`config.mk`:
```
export PLATFORM = sky130hd
export DESIGN_NAME = wide_alu_sequencer_flat
export DESIGN_NICKNAME = d
export VERILOG_FILES = /design/src/rtl/wide_alu_pkg.sv /design/src/rtl/wide_alu_sequencer_if.sv /design/src/rtl/wide_alu_sequencer_alu.sv /design/src/rtl/wide_alu_sequencer.sv /design/src/flat_wrapper.sv
export SDC_FILE = /design/constraint.sdc
export NUM_CORES = 1
export LEC_CHECK = 0
export BUFFER_PORTS_ARGS = -buffer_cell sky130_fd_sc_hd__clkbuf_2
export CORE_UTILIZATION = 60
export DETAILED_ROUTE_END_ITERATION = 7
export GPL_ROUTABILITY_DRIVEN = 0
export PLACE_DENSITY = 0.93
export SYNTH_ARGS = -nofsm -noshare
export SYNTH_HDL_FRONTEND = slang
export SYNTH_SLANG_ARGS = --single-unit
```
`constraint.sdc`:
```
create_clock -name clk -period 12.24 [get_ports clk]
set_input_delay 1.224 -clock clk [delete_from_list [all_inputs] [get_ports clk]]
set_output_delay 1.224 -clock clk [all_outputs]
set_load 0.02 [all_outputs]
```
`src/rtl/wide_alu_pkg.sv`:
```
// Shared opcode/ALU-command encodings, FSM states and the (op, half) -> command map
// for the 64-bit sequencer built on the 32-bit EXE ALU.
package wide_alu_pkg;

    localparam logic [2:0] OP_MOV  = 3'd0;
    localparam logic [2:0] OP_MVN  = 3'd1;
    localparam logic [2:0] OP_ADD  = 3'd2;
    localparam logic [2:0] OP_SUB  = 3'd3;
    localparam logic [2:0] OP_AND  = 3'd4;
    localparam logic [2:0] OP_ORR  = 3'd5;
    localparam logic [2:0] OP_EOR  = 3'd6;
    localparam logic [2:0] OP_RSVD = 3'd7;

    localparam logic [3:0] CMD_NOP = 4'b0000;
    localparam logic [3:0] CMD_MOV = 4'b0001;
    localparam logic [3:0] CMD_ADD = 4'b0010;
    localparam logic [3:0] CMD_ADC = 4'b0011;
    localparam logic [3:0] CMD_SUB = 4'b0100;
    localparam logic [3:0] CMD_SBC = 4'b0101;
    localparam logic [3:0] CMD_AND = 4'b0110;
    localparam logic [3:0] CMD_ORR = 4'b0111;
    localparam logic [3:0] CMD_EOR = 4'b1000;
    localparam logic [3:0] CMD_MVN = 4'b1001;

    typedef enum logic [1:0] {
        ST_IDLE = 2'd0,
        ST_LO   = 2'd1,
        ST_HI   = 2'd2,
        ST_DONE = 2'd3
    } state_t;

    // Only ADD/SUB change command between halves, so the carry chains into the high word.
    function automatic logic [3:0] alu_cmd(input logic [2:0] op, input logic hi);
        logic [3:0] cmd;
        case (op)
            OP_MOV:  cmd = CMD_MOV;
            OP_MVN:  cmd = CMD_MVN;
            OP_ADD:  cmd = hi ? CMD_ADC : CMD_ADD;
            OP_SUB:  cmd = hi ? CMD_SBC : CMD_SUB;
            OP_AND:  cmd = CMD_AND;
            OP_ORR:  cmd = CMD_ORR;
            OP_EOR:  cmd = CMD_EOR;
            default: cmd = CMD_NOP;
        endcase
        return cmd;
    endfunction

endpackage

```
`src/rtl/wide_alu_sequencer_if.sv`:
```
// Request/response handshake bundle between the requester (master) and the
// sequencer (slave).
interface wide_alu_sequencer_if;
    logic        req_valid;
    logic        req_ready;
    logic [2:0]  req_op;
    logic [63:0] req_a;
    logic [63:0] req_b;
    logic        rsp_valid;
    logic        rsp_ready;
    logic [63:0] rsp_res;
    logic [3:0]  rsp_nzcv;
    logic        rsp_err;
    logic        busy;

    modport master (
        output req_valid, req_op, req_a, req_b, rsp_ready,
        input  req_ready, rsp_valid, rsp_res, rsp_nzcv, rsp_err, busy
    );

    modport slave (
        input  req_valid, req_op, req_a, req_b, rsp_ready,
        output req_ready, rsp_valid, rsp_res, rsp_nzcv, rsp_err, busy
    );
endinterface

```
`src/rtl/wide_alu_sequencer_alu.sv`:
```
// The existing single-cycle 32-bit EXE ALU. C reports carry for add and borrow for
// subtract; SBC subtracts ~status_in.
module wide_alu_sequencer_alu
    import wide_alu_pkg::*;
(
    input  logic [31:0] Val1_in,
    input  logic [31:0] Val2_in,
    input  logic [3:0]  EXE_CMD_in,
    input  logic        status_in,
    output logic [31:0] alu_res,
    output logic        n_out,
    output logic        z_out,
    output logic        c_out,
    output logic        v_out
);

    logic [32:0] sum;

    // NOTE: every output of a combinational block gets a default first; a path
    // that leaves one unassigned infers a latch.
    always_comb begin
        sum     = '0;
        alu_res = '0;
        c_out   = 1'b0;
        v_out   = 1'b0;
        case (EXE_CMD_in)
            CMD_MOV: alu_res = Val2_in;
            CMD_MVN: alu_res = ~Val2_in;
            CMD_ADD, CMD_ADC: begin
                sum     = {1'b0, Val1_in} + {1'b0, Val2_in}
                        + {32'b0, (EXE_CMD_in == CMD_ADC) & status_in};
                alu_res = sum[31:0];
                c_out   = sum[32];
                v_out   = (Val1_in[31] == Val2_in[31]) && (alu_res[31] != Val1_in[31]);
            end
            CMD_SUB, CMD_SBC: begin
                sum     = {1'b0, Val1_in} - {1'b0, Val2_in}
                        - {32'b0, (EXE_CMD_in == CMD_SBC) & ~status_in};
                alu_res = sum[31:0];
                c_out   = sum[32];
                v_out   = (Val1_in[31] != Val2_in[31]) && (alu_res[31] != Val1_in[31]);
            end
            CMD_AND: alu_res = Val1_in & Val2_in;
            CMD_ORR: alu_res = Val1_in | Val2_in;
            CMD_EOR: alu_res = Val1_in ^ Val2_in;
            default: alu_res = '0;
        endcase
    end

    assign n_out = alu_res[31];
    assign z_out = (alu_res == 32'd0);

endmodule

```
`src/rtl/wide_alu_sequencer.sv`:
```
// 64-bit operations on the shared 32-bit ALU: low word in LO, high word in HI with
// carry/borrow chained through status_in, registered response held in DONE.
module wide_alu_sequencer
    import wide_alu_pkg::*;
(
    input  logic                 clk,
    input  logic                 rst_n,
    wide_alu_sequencer_if.slave  bus
);

    state_t      state_q, state_d;
    logic [2:0]  op_q, op_d;
    logic [63:0] a_q, a_d, b_q, b_d;
    logic [31:0] res_lo_q, res_lo_d;
    logic        z_lo_q, z_lo_d, c_lo_q, c_lo_d;
    logic        rsp_valid_q, rsp_valid_d;
    logic [63:0] rsp_res_q, rsp_res_d;
    logic [3:0]  rsp_nzcv_q, rsp_nzcv_d;
    logic        rsp_err_q, rsp_err_d;

    logic        half_hi;
    logic [31:0] alu_val1, alu_val2, alu_res;
    logic [3:0]  alu_cmd_in;
    logic        alu_status, alu_n, alu_z, alu_c, alu_v;

    // Half-select mux; the ALU reports borrow as C=1 while SBC subtracts
    // ~status_in, hence the inversion for SUB.
    always_comb begin
        half_hi    = (state_q == ST_HI);
        alu_val1   = half_hi ? a_q[63:32] : a_q[31:0];
        alu_val2   = half_hi ? b_q[63:32] : b_q[31:0];
        alu_cmd_in = alu_cmd(op_q, half_hi);
        alu_status = 1'b0;
        if (half_hi && op_q == OP_ADD) alu_status = c_lo_q;
        if (half_hi && op_q == OP_SUB) alu_status = ~c_lo_q;
    end

    wide_alu_sequencer_alu u_alu (
        .Val1_in    (alu_val1),
        .Val2_in    (alu_val2),
        .EXE_CMD_in (alu_cmd_in),
        .status_in  (alu_status),
        .alu_res    (alu_res),
        .n_out      (alu_n),
        .z_out      (alu_z),
        .c_out      (alu_c),
        .v_out      (alu_v)
    );

    always_comb begin
        state_d     = state_q;
        op_d        = op_q;
        a_d         = a_q;
        b_d         = b_q;
        res_lo_d    = res_lo_q;
        z_lo_d      = z_lo_q;
        c_lo_d      = c_lo_q;
        rsp_valid_d = rsp_valid_q;
        rsp_res_d   = rsp_res_q;
        rsp_nzcv_d  = rsp_nzcv_q;
        rsp_err_d   = rsp_err_q;
        case (state_q)
            ST_IDLE: if (bus.req_valid) begin
                op_d    = bus.req_op;
                a_d     = bus.req_a;
                b_d     = bus.req_b;
                c_lo_d  = 1'b0;
                state_d = ST_LO;
            end
            ST_LO: begin
                res_lo_d = alu_res;
                z_lo_d   = alu_z;
                c_lo_d   = alu_c;
                state_d  = ST_HI;
            end
            ST_HI: begin
                rsp_res_d   = {alu_res, res_lo_q};
                rsp_nzcv_d  = {alu_n, z_lo_q & alu_z, alu_c, alu_v};
                rsp_err_d   = (op_q == OP_RSVD);
                rsp_valid_d = 1'b1;
                state_d     = ST_DONE;
            end
            ST_DONE: if (bus.rsp_ready) begin
                rsp_valid_d = 1'b0;
                state_d     = ST_IDLE;
            end
            default: state_d = ST_IDLE;
        endcase
    end

    // NOTE: sequential state uses non-blocking assignments only, so every flop
    // samples its pre-edge _d value regardless of statement order.
    // NOTE: the operand and partial-result registers are reset too; they are a
    // handful of flops, not a memory, and a clean reset keeps the outputs defined.
    always_ff @(posedge clk) begin
        if (!rst_n) begin
            state_q     <= ST_IDLE;
            op_q        <= OP_MOV;
            a_q         <= '0;
            b_q         <= '0;
            res_lo_q    <= '0;
            z_lo_q      <= 1'b0;
            c_lo_q      <= 1'b0;
            rsp_valid_q <= 1'b0;
            rsp_res_q   <= '0;
            rsp_nzcv_q  <= '0;
            rsp_err_q   <= 1'b0;
        end else begin
            state_q     <= state_d;
            op_q        <= op_d;
            a_q         <= a_d;
            b_q         <= b_d;
            res_lo_q    <= res_lo_d;
            z_lo_q      <= z_lo_d;
            c_lo_q      <= c_lo_d;
            rsp_valid_q <= rsp_valid_d;
            rsp_res_q   <= rsp_res_d;
            rsp_nzcv_q  <= rsp_nzcv_d;
            rsp_err_q   <= rsp_err_d;
        end
    end

    assign bus.req_ready = (state_q == ST_IDLE);
    assign bus.busy      = (state_q != ST_IDLE);
    assign bus.rsp_valid = rsp_valid_q;
    assign bus.rsp_res   = rsp_res_q;
    assign bus.rsp_nzcv  = rsp_nzcv_q;
    assign bus.rsp_err   = rsp_err_q;

endmodule

```
`src/flat_wrapper.sv`:
```
// flat-port wrapper written by rule: the top's interface ports become plain ports
module wide_alu_sequencer_flat import wide_alu_pkg::*;
  (clk, rst_n, bus_req_valid, bus_req_op, bus_req_a, bus_req_b, bus_rsp_ready, bus_req_ready, bus_rsp_valid, bus_rsp_res, bus_rsp_nzcv, bus_rsp_err, bus_busy);
  wide_alu_sequencer_if bus_i ();
  input  logic clk;
  input  logic rst_n;
  input wire logic [$bits(bus_i.req_valid)-1:0] bus_req_valid;
  input wire logic [$bits(bus_i.req_op)-1:0] bus_req_op;
  input wire logic [$bits(bus_i.req_a)-1:0] bus_req_a;
  input wire logic [$bits(bus_i.req_b)-1:0] bus_req_b;
  input wire logic [$bits(bus_i.rsp_ready)-1:0] bus_rsp_ready;
  output wire logic [$bits(bus_i.req_ready)-1:0] bus_req_ready;
  output wire logic [$bits(bus_i.rsp_valid)-1:0] bus_rsp_valid;
  output wire logic [$bits(bus_i.rsp_res)-1:0] bus_rsp_res;
  output wire logic [$bits(bus_i.rsp_nzcv)-1:0] bus_rsp_nzcv;
  output wire logic [$bits(bus_i.rsp_err)-1:0] bus_rsp_err;
  output wire logic [$bits(bus_i.busy)-1:0] bus_busy;
  assign bus_i.req_valid = bus_req_valid;
  assign bus_i.req_op = bus_req_op;
  assign bus_i.req_a = bus_req_a;
  assign bus_i.req_b = bus_req_b;
  assign bus_i.rsp_ready = bus_rsp_ready;
  assign bus_req_ready = bus_i.req_ready;
  assign bus_rsp_valid = bus_i.rsp_valid;
  assign bus_rsp_res = bus_i.rsp_res;
  assign bus_rsp_nzcv = bus_i.rsp_nzcv;
  assign bus_rsp_err = bus_i.rsp_err;
  assign bus_busy = bus_i.busy;
  wide_alu_sequencer u_core (.clk(clk), .rst_n(rst_n), .bus(bus_i));
endmodule
```
==> flow_metrics.tcl, run 1 <==
set metrics [dict create \
    status "finished clean" \
    start_util_pct 61.9 \
    slew-limit-headroom_pct 33.4 \
    synthFlopType "dfxtp_1" \
    root_buffer "clkbuf_16" \
    hold_buffers 0 \
    cts_setup_buffers 0 \
    drcViolationCount 0 \
    grt_pass1_wl_um 73400 \
    setup_viol 0 \
    fin_skew_ps 19.3 \
    areaGrowthSynthToFinish_pct 11.7 \
    fillers 1893 \
    die_area_um2 26900 \
    hp-class "reg -> reg" \
    r2r_end "u_core.z_lo_q" \
    final_nets 2374 \
    dpl.hpwl_um 33500 \
    rsz0062_at_grt "false" \
    layout_setup_ws_ps 6240 \
    r2r_slack_ps 6240 \
    htreeDepth 1 \
    maxSlewViolCount 0 \
    grt_antenna_before_repair 2 \
    die_w_um 164 \
    r2r_start "u_core.state_q[0]" \
    cpLargestDelayFamily "compound AO/OA/AOI/OAI gates" \
    grt_remaining_overflow 0 \
    final_core_util_pct 69.2 \
    grt_pass1_vias 14400 \
    die_h_um 164 \
    yosys-top-cells-area "dfxtp_1 (30%), ha_1 (10%), mux2i_1 (8.9%), nand2_1 (7.9%), a21oi_1 (6.8%)" \
    synth_fp_nets 2277 \
    multi_input_area_um2 10100 \
    clock-sinks 236 \
    wl_per_cell_um 19.1 \
    drv_cap 0 \
    fmax_mhz 167 \
    pin_count 207 \
    synth_area_um2 15800 \
    cp_max_fo 66 \
    leakagePower_nw 7.48 \
    hold_depth 2 \
    dp_slack_ps 6420 \
    clock_latency_ps 530 \
    endpoint_kind "register" \
    synthMuxAreaShare_pct 9.26 \
    core_area_um2 25500 \
    cts_max_path_buffers 3 \
    finalCritPeriodShare_pct 49.0 \
    p_per_area_nw_per_um2 273 \
    ant_nets 0 \
    synth_compound_area_share_pct 22.9 \
    yosysSeqAreaShare_pct 29.9 \
    final-hold-violation-count 0 \
    synth_xor_area_share_pct 3.61 \
    crit_arrival_ps 6430 \
    fin_crit_ps 6000 \
    path_depth 16 \
    required_ps 12670 \
    yosys.area_share.simple_pct 17.2 \
    path_clk_slew_ps 60 \
    drive_gt1_share_pct 13.9 \
    synth_top_cell_by_area "dfxtp_1" \
    critical_path_class "reg -> reg" \
    cts_resized 0 \
    synth_edf_count 0 \
    worstMarginPinSlew_ps 999 \
    yosysWarnings 0 \
    synth_top_family_by_area "compound AO/OA/AOI/OAI gates" \
    initialDrtViolationCount 1993 \
    vdd_drop_max_mv 0.227 \
    ys_types 88 \
    syn_avg_cell_area_um2 7.85 \
    r2r_cells 16 \
    cp-start-kind "register" \
    hp-start "u_core.b_q[38]" \
    gr-usage-all-layers_pct 33.9 \
    cts_tree "done" \
    cts_made_buffers 24 \
    crit_path_top_delay_cell "buf_4" \
    path_cells "inv_1, ha_4, buf_4, mux2i_1, inv_1, fa_1, nor3b_1, o211ai_1, a21oi_1, o21ai_0, o211ai_1, nor4bb_1, o2111a_1, and4_1, nand4_1, o31ai_1" \
    rows 58 \
    firstDrtPassIters 8 \
    num_vias 15800 \
    synthAdderAreaFrac_pct 10.7 \
    routed_wl_um 46800 \
    hold_path_end "u_core.b_q[38]" \
    synthCells 2010 \
    grt_max_degree 131 \
    finalSetupTns_ps 0 \
    regArea_um2 4730 \
    via_per_inst 6.45 \
    cp_num_buf_inv 3 \
    port_buffers 206 \
    async_reset_ff_share_pct 0 \
    synth-seq-cells 236 \
    slowest_delay_ps 830 \
    synth_top_area_share_pct 29.9 \
]
[synth_stat cells, types with 24 or more instances]
library cell / number
ha_1: 128
a21oi_1: 215
a211oi_1: 76
o22ai_1: 27
xnor2_1: 54
dfxtp_1: 236
mux2i_1: 140
nand2_1: 333
o21ai_0: 56
a21o_1: 24
inv_1: 106
nor2_1: 156
clkbuf_1: 107
[worst max-delay path by stage]
stage	from	to	slack, ps
floorplan	u_core.state_q[0]	u_core.bus.rsp_nzcv[2]	6620
global placement	u_core.state_q[0]	u_core.bus.rsp_nzcv[2]	6740
detailed placement	u_core.state_q[0]	u_core.z_lo_q	6420
CTS	u_core.state_q[0]	u_core.z_lo_q	6390
global route	u_core.state_q[0]	u_core.z_lo_q	5950
finish	u_core.state_q[0]	u_core.z_lo_q	6240
[cells by family (layout without fill, tap and decap cells)]
logic type      after synthesis  after routing
xor+xnor                     65             65
compound gates              551            551
flops                       236            236
simple gates                624            624
fa+ha+maj                   132            132
mux                         145            145
other cells                   0              1
buf+inv                     257            371
[cells in the final DEF, fill, tap and decap left out, types with 5 or more instances in the layout]
cell and n:
a22o_1 7, o21a_1 15, o31ai_1 11, xor2_1 11, o21ai_1 5, nand3_1 23, clkbuf_16 25, dfxtp_1 234
nand3b_1 7, nor2b_1 12, a21oi_1 215, clkbuf_2 206, a31oi_1 10, nand4_1 23, nor4_1 8, and4_1 7
inv_1 106, o211ai_1 15, nor2_1 156, a21o_1 24, ha_1 126, buf_4 15, nand2b_1 11, or3_1 11
a211o_1 6, and3_1 10, a221oi_1 8, a211oi_1 76, o22ai_1 27, mux2i_1 140, xnor2_1 54, o21ai_0 56
nand2_1 332, o21bai_1 6, a22oi_1 13
[metrics by stage]
stage	area, µm²	hold WS (ps)	total power, mW	instances
after CTS	17600	454	4.71	2454
after global placement	16800	441	3.80	2411
after global routing	17600	476	5.08	2454
after detailed placement	16800	446	3.90	2411
after floorplan	15800	433	3.23	2010
final	17600	455	4.82	2455
[where the power goes]
part           internal [mW]  switching, mW
logic                   1.06           1.90
registers              0.951          0.118
clock network          0.482          0.309
[worst register-to-register path, stage by stage, from the launching register on]
cell,delay (ps)
dfxtp_1,330
inv_1,140
ha_4,470
buf_4,830
mux2i_1,570
inv_1,190
fa_1,450
nor3b_1,180
o211ai_1,410
a21oi_1,270
o21ai_0,340
o211ai_1,150
nor4bb_1,690
o2111a_1,290
and4_1,190
nand4_1,140
o31ai_1,260
[layer usage]
metal  GRT usage [%]  routed length [µm]
met4            12.2                1840
met1            46.5               19200
met3            7.17                5730
met5               0                  13
met2            52.2               20000
[cell type report]
class	count	area share [%]
multi-input cells	1517	57.1
clock inverters	11	0.937
flip-flops and latches	236	26.8
clock buffers	32	3.93
repair buffers	221	6.49
diodes	1	0.0142
inverters	107	2.31
well taps	330	2.34
[registers in the layout (all words and copies together), names as in the netlist]
signal and cells:
u_core.bus.rsp_err 1, u_core.state_q 2, u_core.op_q 3, u_core.bus.rsp_res 64, u_core.bus.rsp_valid 1, u_core.c_lo_q 1
u_core.b_q 64, u_core.z_lo_q 1, u_core.bus.rsp_nzcv 3, u_core.res_lo_q 32, u_core.a_q 64
(Power assumes the default switching activity.)
==> inputs of run 2 (changes only) <==
--- a/config.mk
+++ b/config.mk
@@ -6,10 +6,10 @@
 export NUM_CORES = 1
 export LEC_CHECK = 0
 export BUFFER_PORTS_ARGS = -buffer_cell sky130_fd_sc_hd__clkbuf_2
-export CORE_UTILIZATION = 60
+export CORE_UTILIZATION = 59
 export DETAILED_ROUTE_END_ITERATION = 7
 export GPL_ROUTABILITY_DRIVEN = 0
-export PLACE_DENSITY = 0.93
+export PLACE_DENSITY = 0.92
 export SYNTH_ARGS = -nofsm -noshare
 export SYNTH_HDL_FRONTEND = slang
 export SYNTH_SLANG_ARGS = --single-unit
==> constraint.sdc (replaced) <==
create_clock -name clk -period 5.8 [get_ports clk]
set_input_delay 0.58 -clock clk [delete_from_list [all_inputs] [get_ports clk]]
set_output_delay 0.58 -clock clk [all_outputs]
set_load 0.02 [all_outputs]
==> flow_metrics.tcl, run 2 (same netlist as run 1, synthesis figures left out) <==
set metrics [dict create \
    hp-class "in -> reg" \
    violations "DRC" \
    grt_max_degree 108 \
    die_h_um 166 \
    cts_max_path_buffers 3 \
    multi_input_area_um2 10100 \
    port_buffers 206 \
    drive_gt1_share_pct 14.1 \
    crit_arrival_ps 5630 \
    leakagePower_nw 7.50 \
    p_per_area_nw_per_um2 569 \
    dpl.hpwl_um 33600 \
    rows 59 \
    final_common_cell "nand2_1" \
    firstDrtPassIters 8 \
    drcViolationCount 36 \
    gr-usage-all-layers_pct 32.9 \
    routed_wl_um 46000 \
    fin_crit_ps 5200 \
    fmax_mhz 192 \
    clock_latency_ps 530 \
    ant_nets 0 \
    core_area_um2 26100 \
    grt_pass1_vias 14300 \
    num_vias 15500 \
    cp_max_fo 32 \
    root_buffer "clkbuf_16" \
    regArea_um2 4730 \
    pin_count 207 \
    p_int_mw 5.18 \
    mostFrequentLayoutCells "nand2_1 (332), dfxtp_1 (234), a21oi_1 (215)" \
    die_w_um 166 \
    slew-limit-headroom_pct 29.7 \
    fin_skew_ps 16.7 \
    cts_tree "done" \
    areaGrowthSynthToFinish_pct 11.8 \
    cts_setup_buffers 0 \
    endpoint_kind "register" \
    p_sw_mw 4.85 \
    fillers 2059 \
    required_ps 6230 \
    p_seq_share_pct 22.4 \
    maxSlewViolCount 0 \
    crit_path_top_delay_cell "ha_4" \
    wl_per_cell_um 18.6 \
    via_per_inst 6.30 \
    critical_path_class "reg -> reg" \
    cts_resized 0 \
    grt_pass1_wl_um 72100 \
    setup_viol 0 \
    grt_remaining_overflow 0 \
    slowest_delay_ps 530 \
    start_util_pct 60.4 \
    finalNonFillerCells 2468 \
    hold_buffers 0 \
    comb_power_share_pct 62.2 \
    htreeDepth 1 \
    status "finished with violations" \
    place_inst 2424 \
    clock_power_share_pct 15.5 \
    vdd_drop_max_mv 0.433 \
    clock-sinks 236 \
    cts_made_buffers 24 \
    finalSetupTns_ps 0 \
    worstMarginPinSlew_ps 1050 \
    finalCritPeriodShare_pct 89.7 \
    drv_cap 0 \
    cp-start-kind "register" \
    path_clk_slew_ps 60 \
    die_area_um2 27400 \
    path_cells "inv_1, ha_4, mux2i_1, ha_1, ha_1, a21oi_1, o211ai_1, a21oi_1, nor4_1, o31ai_1, nor4bb_1, buf_4, o2111a_1, and4_1, nand4_1, o31ai_2" \
    num_antenna_cells 0 \
    p_sw_share_pct 48.4 \
    rsz0062_at_grt "false" \
    final_nets 2382 \
    grt_antenna_before_repair 1 \
    final-hold-violation-count 0 \
    initialDrtViolationCount 1863 \
]
[run 2: changes by cell type in the layout (fill, tap and decap cells not counted)]
cell and change:
clkbuf_8 +2, clkinv_4 +1, buf_4 +7, buf_12 +1, clkbuf_1 +3, inv_6 -1, diode_2 -1, bufinv_16 -3
clkinvlp_4 -1
[run 2: through the flow]
stage	hold WS [ps]	total power [mW]	utilization, %	area (µm²)	worst slack [ps]
3_3_place_gp	440	8.02	64.4	16800	926
6_report	263	10.0	67.5	17600	600
4_1_cts	270	9.82	67.5	17600	691
2_1_floorplan	433	6.82	-	15800	175
3_5_place_dp	446	8.25	64.4	16800	755
5_1_grt	276	10.6	67.5	17600	253
[run 2: critical path: cells and delay by family (launching register included)]
| kind | cells | cell delay [ps] |
|---|---|---|
| flip-flops | 1 | 330 |
| multiplexers | 1 | 500 |
| buffers and inverters | 2 | 350 |
| AND/OR/NAND/NOR | 4 | 880 |
| AO/OA/AOI/OAI | 6 | 1610 |
| adder cells (fa/ha/maj) | 3 | 1390 |
[run 2: per-layer routing]
layer	up-vias	global-route usage (%)	routed length, µm
li1	7261	-	-
met1	7148	46.2	19400
met2	956	50.5	19400
met3	177	6.24	5700
met4	0	10.2	1510
met5	-	0.379	0
[run 2: layout make-up]
type | count | area share [%]
multi-input combinational | 1517 | 57.1
sequential | 236 | 26.8
timing repair buffer | 229 | 6.90
clock buffer | 37 | 4.14
tap | 335 | 2.38
inverter | 107 | 2.31
clock inverter | 7 | 0.383
[run 2: final timing paths]
kind	depth (start not counted)	start	end	slack (ps)
max	16	u_core.state_q[0]	u_core.bus.rsp_nzcv[2]	600
min	3	bus_req_a[46]	u_core.a_q[46]	260
max reg2reg	16	u_core.state_q[0]	u_core.bus.rsp_nzcv[2]	600
min reg2reg	2	u_core.b_q[53]	u_core.b_q[53]	450
[run 2: power by group through the flow]
stage / logic [mW] / clock network (mW) / registers (mW)
6_report: 6.23 / 1.55 / 2.24
4_1_cts: 6.02 / 1.56 / 2.24
3_5_place_dp: 5.98 / 0 / 2.27
5_1_grt: 6.71 / 1.63 / 2.28
2_1_floorplan: 4.51 / 0 / 2.31
3_3_place_gp: 5.76 / 0 / 2.25
